File: config.mk
export PLATFORM = sky130hd
export DESIGN_NAME = uart_rx_fifo
export DESIGN_NICKNAME = d
export VERILOG_FILES = /design/src/rtl/uart_pkg.sv /design/src/rtl/uart_fifo_mem.sv /design/src/rtl/uart_rx_fifo.sv
export SDC_FILE = /design/constraint.sdc
export NUM_CORES = 1
export LEC_CHECK = 0
export CORE_ASPECT_RATIO = 1.4
export CORE_UTILIZATION = 25
export CTS_BUF_LIST = sky130_fd_sc_hd__clkbuf_8
export DETAILED_ROUTE_END_ITERATION = 16
export GPL_ROUTABILITY_DRIVEN = 0
export GPL_TIMING_DRIVEN = 0
export HOLD_SLACK_MARGIN = 0.12
export PLACE_DENSITY_LB_ADDON = 0.05
export SYNTH_ARGS = -nofsm -noshare
export SYNTH_HDL_FRONTEND = slang
export SYNTH_SLANG_ARGS = --single-unit
File: constraint.sdc
create_clock -name clk -period 3.1 [get_ports clk]
set_input_delay 0.62 -clock clk [delete_from_list [all_inputs] [get_ports clk]]
set_output_delay 0.62 -clock clk [all_outputs]
set_load 0.03 [all_outputs]
File: src/rtl/uart_pkg.sv
// Shared UART receive-path definitions: data width, entry bit positions and the entry layout.
package uart_pkg;

  localparam int UART_DATA_W = 8;
  localparam int PAR_BIT     = UART_DATA_W;
  localparam int FRM_BIT     = UART_DATA_W + 1;

  typedef struct packed {
    logic                   frame_err;
    logic                   parity_err;
    logic [UART_DATA_W-1:0] data;
  } uart_entry_t;

endpackage

File: src/rtl/uart_fifo_mem.sv
// Simple dual-port storage array: registered write port, asynchronous read port.
module uart_fifo_mem #(
  parameter int DEPTH  = 16,
  parameter int WIDTH  = 10,
  parameter int ADDR_W = $clog2(DEPTH)
) (
  input  logic              clk,
  input  logic              we,
  input  logic [ADDR_W-1:0] waddr,
  input  logic [WIDTH-1:0]  wdata,
  input  logic [ADDR_W-1:0] raddr,
  output logic [WIDTH-1:0]  rdata
);

  logic [WIDTH-1:0] mem_r [DEPTH];

  // Write port; contents are intentionally left unreset
  always_ff @(posedge clk) begin
    if (we) begin
      mem_r[waddr] <= wdata;
    end
  end

  assign rdata = mem_r[raddr];

endmodule

File: src/rtl/uart_rx_fifo.sv
// First-word-fall-through receive FIFO with sticky overflow.
// Define UART_RX_FIFO_DROP_ERR_EN to discard errored frames and count them on err_drop_cnt.
module uart_rx_fifo
  import uart_pkg::*;
#(
  parameter int    DATA_W = UART_DATA_W,
  parameter int    DEPTH  = 16,
  localparam int   ADDR_W = $clog2(DEPTH)
) (
  input  logic              clk,
  input  logic              rst,
  input  logic              rx_done_tick,
  input  logic [DATA_W-1:0] rx_data,
  input  logic              rx_parity_err,
  input  logic              rx_frame_err,
  input  logic              rd_en,
  output logic [DATA_W-1:0] dout,
  output logic              dout_parity_err,
  output logic              dout_frame_err,
  output logic              empty,
  output logic              full,
  output logic [ADDR_W:0]   count,
  output logic              overflow,
  input  logic              clr_overflow
`ifdef UART_RX_FIFO_DROP_ERR_EN
  ,
  output logic [7:0]        err_drop_cnt
`endif
);

  localparam int              ENTRY_W  = DATA_W + 2;
  localparam int              PAR_POS  = PAR_BIT + DATA_W - UART_DATA_W;
  localparam int              FRM_POS  = FRM_BIT + DATA_W - UART_DATA_W;
  localparam logic [ADDR_W:0] FULL_CNT = (ADDR_W+1)'(DEPTH);

  logic [ADDR_W-1:0]  wr_ptr_r;
  logic [ADDR_W-1:0]  rd_ptr_r;
  logic [ADDR_W:0]    count_r;
  logic               overflow_r;
  logic               empty_s;
  logic               full_s;
  logic               drop_s;
  logic               accept_s;
  logic               wr_s;
  logic               rd_s;
  logic               ovf_set_s;
  logic [ENTRY_W-1:0] wr_entry_s;
  logic [ENTRY_W-1:0] rd_entry_s;

`ifdef UART_RX_FIFO_DROP_ERR_EN
  logic [7:0] err_cnt_r;
  assign drop_s       = rx_done_tick & (rx_parity_err | rx_frame_err);
  assign err_drop_cnt = err_cnt_r;
`else
  assign drop_s = 1'b0;
`endif

  assign empty_s   = (count_r == '0);
  assign full_s    = (count_r == FULL_CNT);
  assign accept_s  = rx_done_tick & ~drop_s & ~rst;
  // A full FIFO still accepts a write when the head is popped in the same cycle
  assign wr_s      = accept_s & (~full_s | rd_en);
  assign rd_s      = rd_en & ~empty_s;
  assign ovf_set_s = accept_s & full_s & ~rd_en;

  // Pack the incoming frame into {frame_err, parity_err, data}
  always_comb begin
    wr_entry_s               = '0;
    wr_entry_s[DATA_W-1:0]   = rx_data;
    wr_entry_s[PAR_POS]      = rx_parity_err;
    wr_entry_s[FRM_POS]      = rx_frame_err;
  end

  uart_fifo_mem #(
    .DEPTH  (DEPTH),
    .WIDTH  (ENTRY_W),
    .ADDR_W (ADDR_W)
  ) u_mem (
    .clk   (clk),
    .we    (wr_s),
    .waddr (wr_ptr_r),
    .wdata (wr_entry_s),
    .raddr (rd_ptr_r),
    .rdata (rd_entry_s)
  );

  // Pointer, occupancy and sticky overflow state
  always_ff @(posedge clk) begin
    if (rst) begin
      wr_ptr_r   <= '0;
      rd_ptr_r   <= '0;
      count_r    <= '0;
      overflow_r <= 1'b0;
    end else begin
      if (wr_s) begin
        wr_ptr_r <= wr_ptr_r + ADDR_W'(1);
      end
      if (rd_s) begin
        rd_ptr_r <= rd_ptr_r + ADDR_W'(1);
      end
      case ({wr_s, rd_s})
        2'b10:   count_r <= count_r + (ADDR_W+1)'(1);
        2'b01:   count_r <= count_r - (ADDR_W+1)'(1);
        default: count_r <= count_r;
      endcase
      if (ovf_set_s) begin
        overflow_r <= 1'b1;
      end else if (clr_overflow) begin
        overflow_r <= 1'b0;
      end
    end
  end

`ifdef UART_RX_FIFO_DROP_ERR_EN
  // Saturating count of discarded errored frames
  always_ff @(posedge clk) begin
    if (rst) begin
      err_cnt_r <= 8'd0;
    end else if (drop_s && (err_cnt_r != 8'hFF)) begin
      err_cnt_r <= err_cnt_r + 8'd1;
    end
  end
`endif

  // Head entry falls through; outputs read as zero while empty
  always_comb begin
    if (empty_s) begin
      dout            = '0;
      dout_parity_err = 1'b0;
      dout_frame_err  = 1'b0;
    end else begin
      dout            = rd_entry_s[DATA_W-1:0];
      dout_parity_err = rd_entry_s[PAR_POS];
      dout_frame_err  = rd_entry_s[FRM_POS];
    end
  end

  assign count    = count_r;
  assign empty    = empty_s;
  assign full     = full_s;
  assign overflow = overflow_r;

endmodule

==> qor.csv <==
metric,value,unit
post-route ant nets,0,
htree depth,4,
starting density of the core,25.42,%
Critical path buffers and inverters,2,
Final Max Tran Viols,0,
core area,28410,sq um
"Endpoint, Worst Hold",overflow$_SDFFE_PP0P_,
Worst path max stage delay,0.58,ns
Layout fillers,2786,
number of design-rule violations left by the first detailed-router iteration,187,
pin count of the biggest net entering global routing,17,
result of the run,"finished, final reports clean",
slew at the pin closest to its max-slew limit,1.322,ns
Internal Dissipation,4.193,mW
Post-Route WL,18570,um
number of failing setup endpoints in the final timing report,0,
Syn-to-layout area delta,20.37,%
maximum buffer depth of the clock tree,2,
Die Outline Area,29580,sq um
initial antenna violation count,0,
worst min-delay path startpoint,overflow$_SDFFE_PP0P_,
post-synthesis async set-or-reset flop share,0,%
logic gate share of total power,28.9,%
switch share,31.62,%
startpoint of the lowest-slack register-to-register path,count[2]$_SDFFE_PP0P_,
R2R setup slack,0.10,ns
share of layout cells above drive strength 1,32.25,%
"Cell Chain, Critical Path",or4_4 > o31a_4 > clkinv_4 > ha_2 > clkbuf_8 > xor2_2 > ha_2 > o21ai_0 > or3_1 > a2111o_1 > nand4_1,
Site Rows,73,
switching component of the power,1.939,mW
Total Nets Final,473,
count of yosys warnings during synthesis,0,
1st-pass router iterations,4,
"most common cell after layout, fill and taps aside",edfxtp_1,
post-layout minimum cycle time,2.996,ns
Top-Level Pins,33,
instance count after placement with tap cells included,795,
most frequent cells in the layout,"160 x edfxtp_1, 40 x mux4_2, 23 x nor2_1",
cell with the biggest individual delay on the critical path,or4_4,
Total Negative Setup Slacks,0,ns
number of nets produced by synthesis,408,
total power of the final layout,6.132,mW
sequential cell fraction of total power,44.9,%
I/O Buffers,32,
routed wirelength normalized by instance count,22.19,um
worst path required time,3.50,ns
"Arr. time, crit path",3.40,ns
overall global routing resource usage,13.23,%
first-pass GRT wire length,27210,um
Relative slew margins,11.54,%
Die Span Y,203.1,um
worst-path fanout max,8,
CP Launch Type,flip-flop,
number of register bits inferred by synthesis,178,
remaining global-route overflow,0,
Final Skew,0.007798,ns
number of buffers added by the clock tree synthesis step,17,
R2R cell count,11,
per-cell via count in the routed design,4.429,
Die Wd,145.6,um
cell area after synthesis,7222,sq um
max_cap viols,0,
Peak supply drop,0.0002923,V
hold violation total from the final report,0,
top flip-flop cell by instance count after synthesis,edfxtp_1,
CTS sink cnt,178,
Power Density,705.3,nW/um^2
kind of cell adding the most delay to the critical path,simple AND/OR/NAND/NOR gates,
part of the total power dissipated in the clock network,26.3,%
Tcrit/Tclk final,96.64,%
clk root buf,clkbuf_8,
Most common cell on crit path,ha_2,
CTS tree,built,
number of non-filler instances in the completed layout,837,
estimated wirelength of the detail-placed design,12450,um
worst hold slack,0.5062,ns
register area share after synthesis,71.52,%
vias in the first global route,3972,
hold depth,2,
Post-synth EDFFs,160,
clock latency on the worst-skew pair,0.46,ns
leakage power,2.698,nW
antenna fix cells,0,
clock-pin slew on the worst setup and hold paths,0.09,ns
worst setup path class,flip-flop to flip-flop,
post-synthesis average cell area,18.81,sq um
DR vias,3707,
kind of path behind the tightest hold check,flip-flop to flip-flop,
count of mapped cells out of synthesis,384,
r2r endpoint,count[4]$_SDFFE_PP0P_,
kind of end point of the critical path,flip-flop,
number of unique standard cell types used by synthesis,46,
post-detailed-route DRC marker count,0,
maximum frequency from static timing analysis,0.3338,GHz
final design utilization,30.60,%
-- per-layer routing --
metal	vias up	share of wire, %	track usage, %
met5	-	0	0
li1	1669	-	-
met4	0	1.8	5.000
met1	1937	43	15.58
met2	81	52	23.63
met3	20	3.2	2.674
-- worst register-to-register path: cells and delay by family (launching register included) --
kind / cells / cell delay (ns)
and+or+nand+nor: 3 / 1.05
AOI/OAI and AO/OA: 3 / 0.78
adders and majority gates: 2 / 0.39
DFF: 1 / 0.37
buffers and inverters: 2 / 0.22
xor gates and xnor gates: 1 / 0.13
-- Yosys cell counts (2+ instances only) --
cell / n / area (sq um)
o211ai_1: 2 / 15.01
nand3_1: 2 / 10.01
buf_6: 2 / 22.52
clkbuf_1: 8 / 30.03
o21ai_0: 3 / 15.01
mux4_2: 40 / 900.9
mux2i_1: 12 / 120.1
nand4b_1: 2 / 17.52
edfxtp_1: 160 / 4805
ha_1: 9 / 112.6
buf_2: 5 / 25.02
nor3_1: 4 / 20.02
nand2b_1: 4 / 25.02
inv_1: 7 / 26.28
a211oi_1: 20 / 150.1
o21ai_2: 2 / 17.52
dfxtp_1: 18 / 360.4
or3_1: 2 / 12.51
xnor2_1: 2 / 17.52
nand2_1: 9 / 33.78
nand4_1: 3 / 18.77
buf_4: 5 / 37.54
nor2_1: 26 / 97.59
xor2_1: 6 / 52.55
nor2b_1: 10 / 62.56
-- kinds of logic (layout without fill, tap and decap cells) --
group | after synthesis | in the layout | synth area share, %
AND/OR/NAND/NOR | 69 | 69 | 4.938
multiplexers | 52 | 52 | 14.14
XOR/XNOR | 8 | 8 | 0.9702
flip-flops | 178 | 178 | 71.52
AO/OA/AOI/OAI | 38 | 38 | 4.470
buffers and inverters | 30 | 108 | 2.408
adder cells (fa/ha/maj) | 9 | 9 | 1.559
-- power by group through the flow --
stage	clock, mW	combinational [mW]	sequential, mW
after CTS	1.67	1.78	2.74
after global routing	1.75	1.90	2.76
after detailed placement	0	1.69	2.79
after global placement	0	1.67	2.79
final	1.61	1.77	2.75
after floorplan	0	0.998	2.82
-- worst max-delay path by stage --
stage | start | end | slack [ns] | cells after the start
floorplan | count[0]$_SDFFE_PP0P_ | count[4]$_SDFFE_PP0P_ | 0.06 | 12
CTS | flip-flop | dout[3] | -0.08 | 6
global route | flip-flop | dout[4] | -0.00002 | 6
detailed placement | flip-flop | dout[7] | -0.62 | 6
global placement | rst | u_mem.mem_r[1][0]$_DFFE_PP_ | -0.74 | 5
finish | count[2]$_SDFFE_PP0P_ | count[4]$_SDFFE_PP0P_ | 0.10 | 11
-- what timing repair did --
action | 4_1_cts | 5_1_grt
pin swaps | 6 | 6
hold buffers | 0 | 0
setup endpoints to repair | 13 | 11
setup buffers | 7 | 3
gates resized for setup | 100 | 15
-- through the flow --
stage | cell area [sq um] | worst slack, ns
after detailed placement | 8080 | -0.6204
after global routing | 8693 | -0.00001843
after floorplan | 7223 | 0.06455
after global placement | 8013 | -0.7358
after CTS | 8623 | -0.08102
final | 8693 | 0.1041
-- sequential cells by signal, indices dropped and copies added, names as in the netlist, named ones only --
signal / count
wr_ptr_r: 4
rd_ptr_r: 4
overflow: 1
count: 5
u_mem.mem_r: 160
-- final cells by class --
cell class                 count  area (sq um)  share of cell area (%)
clock buffer                  17         234.0                   2.691
timing repair buffer          48         424.2                   4.879
sequential                   178          5185                   59.64
buffer                        20         196.4                   2.260
clock inverter                15         150.1                   1.727
inverter                       8         35.03                  0.4030
multi-input combinational    176          1999                   23.00
tap                          375         469.2                   5.397
No activity file was read; power rests on OpenSTA's default activity.
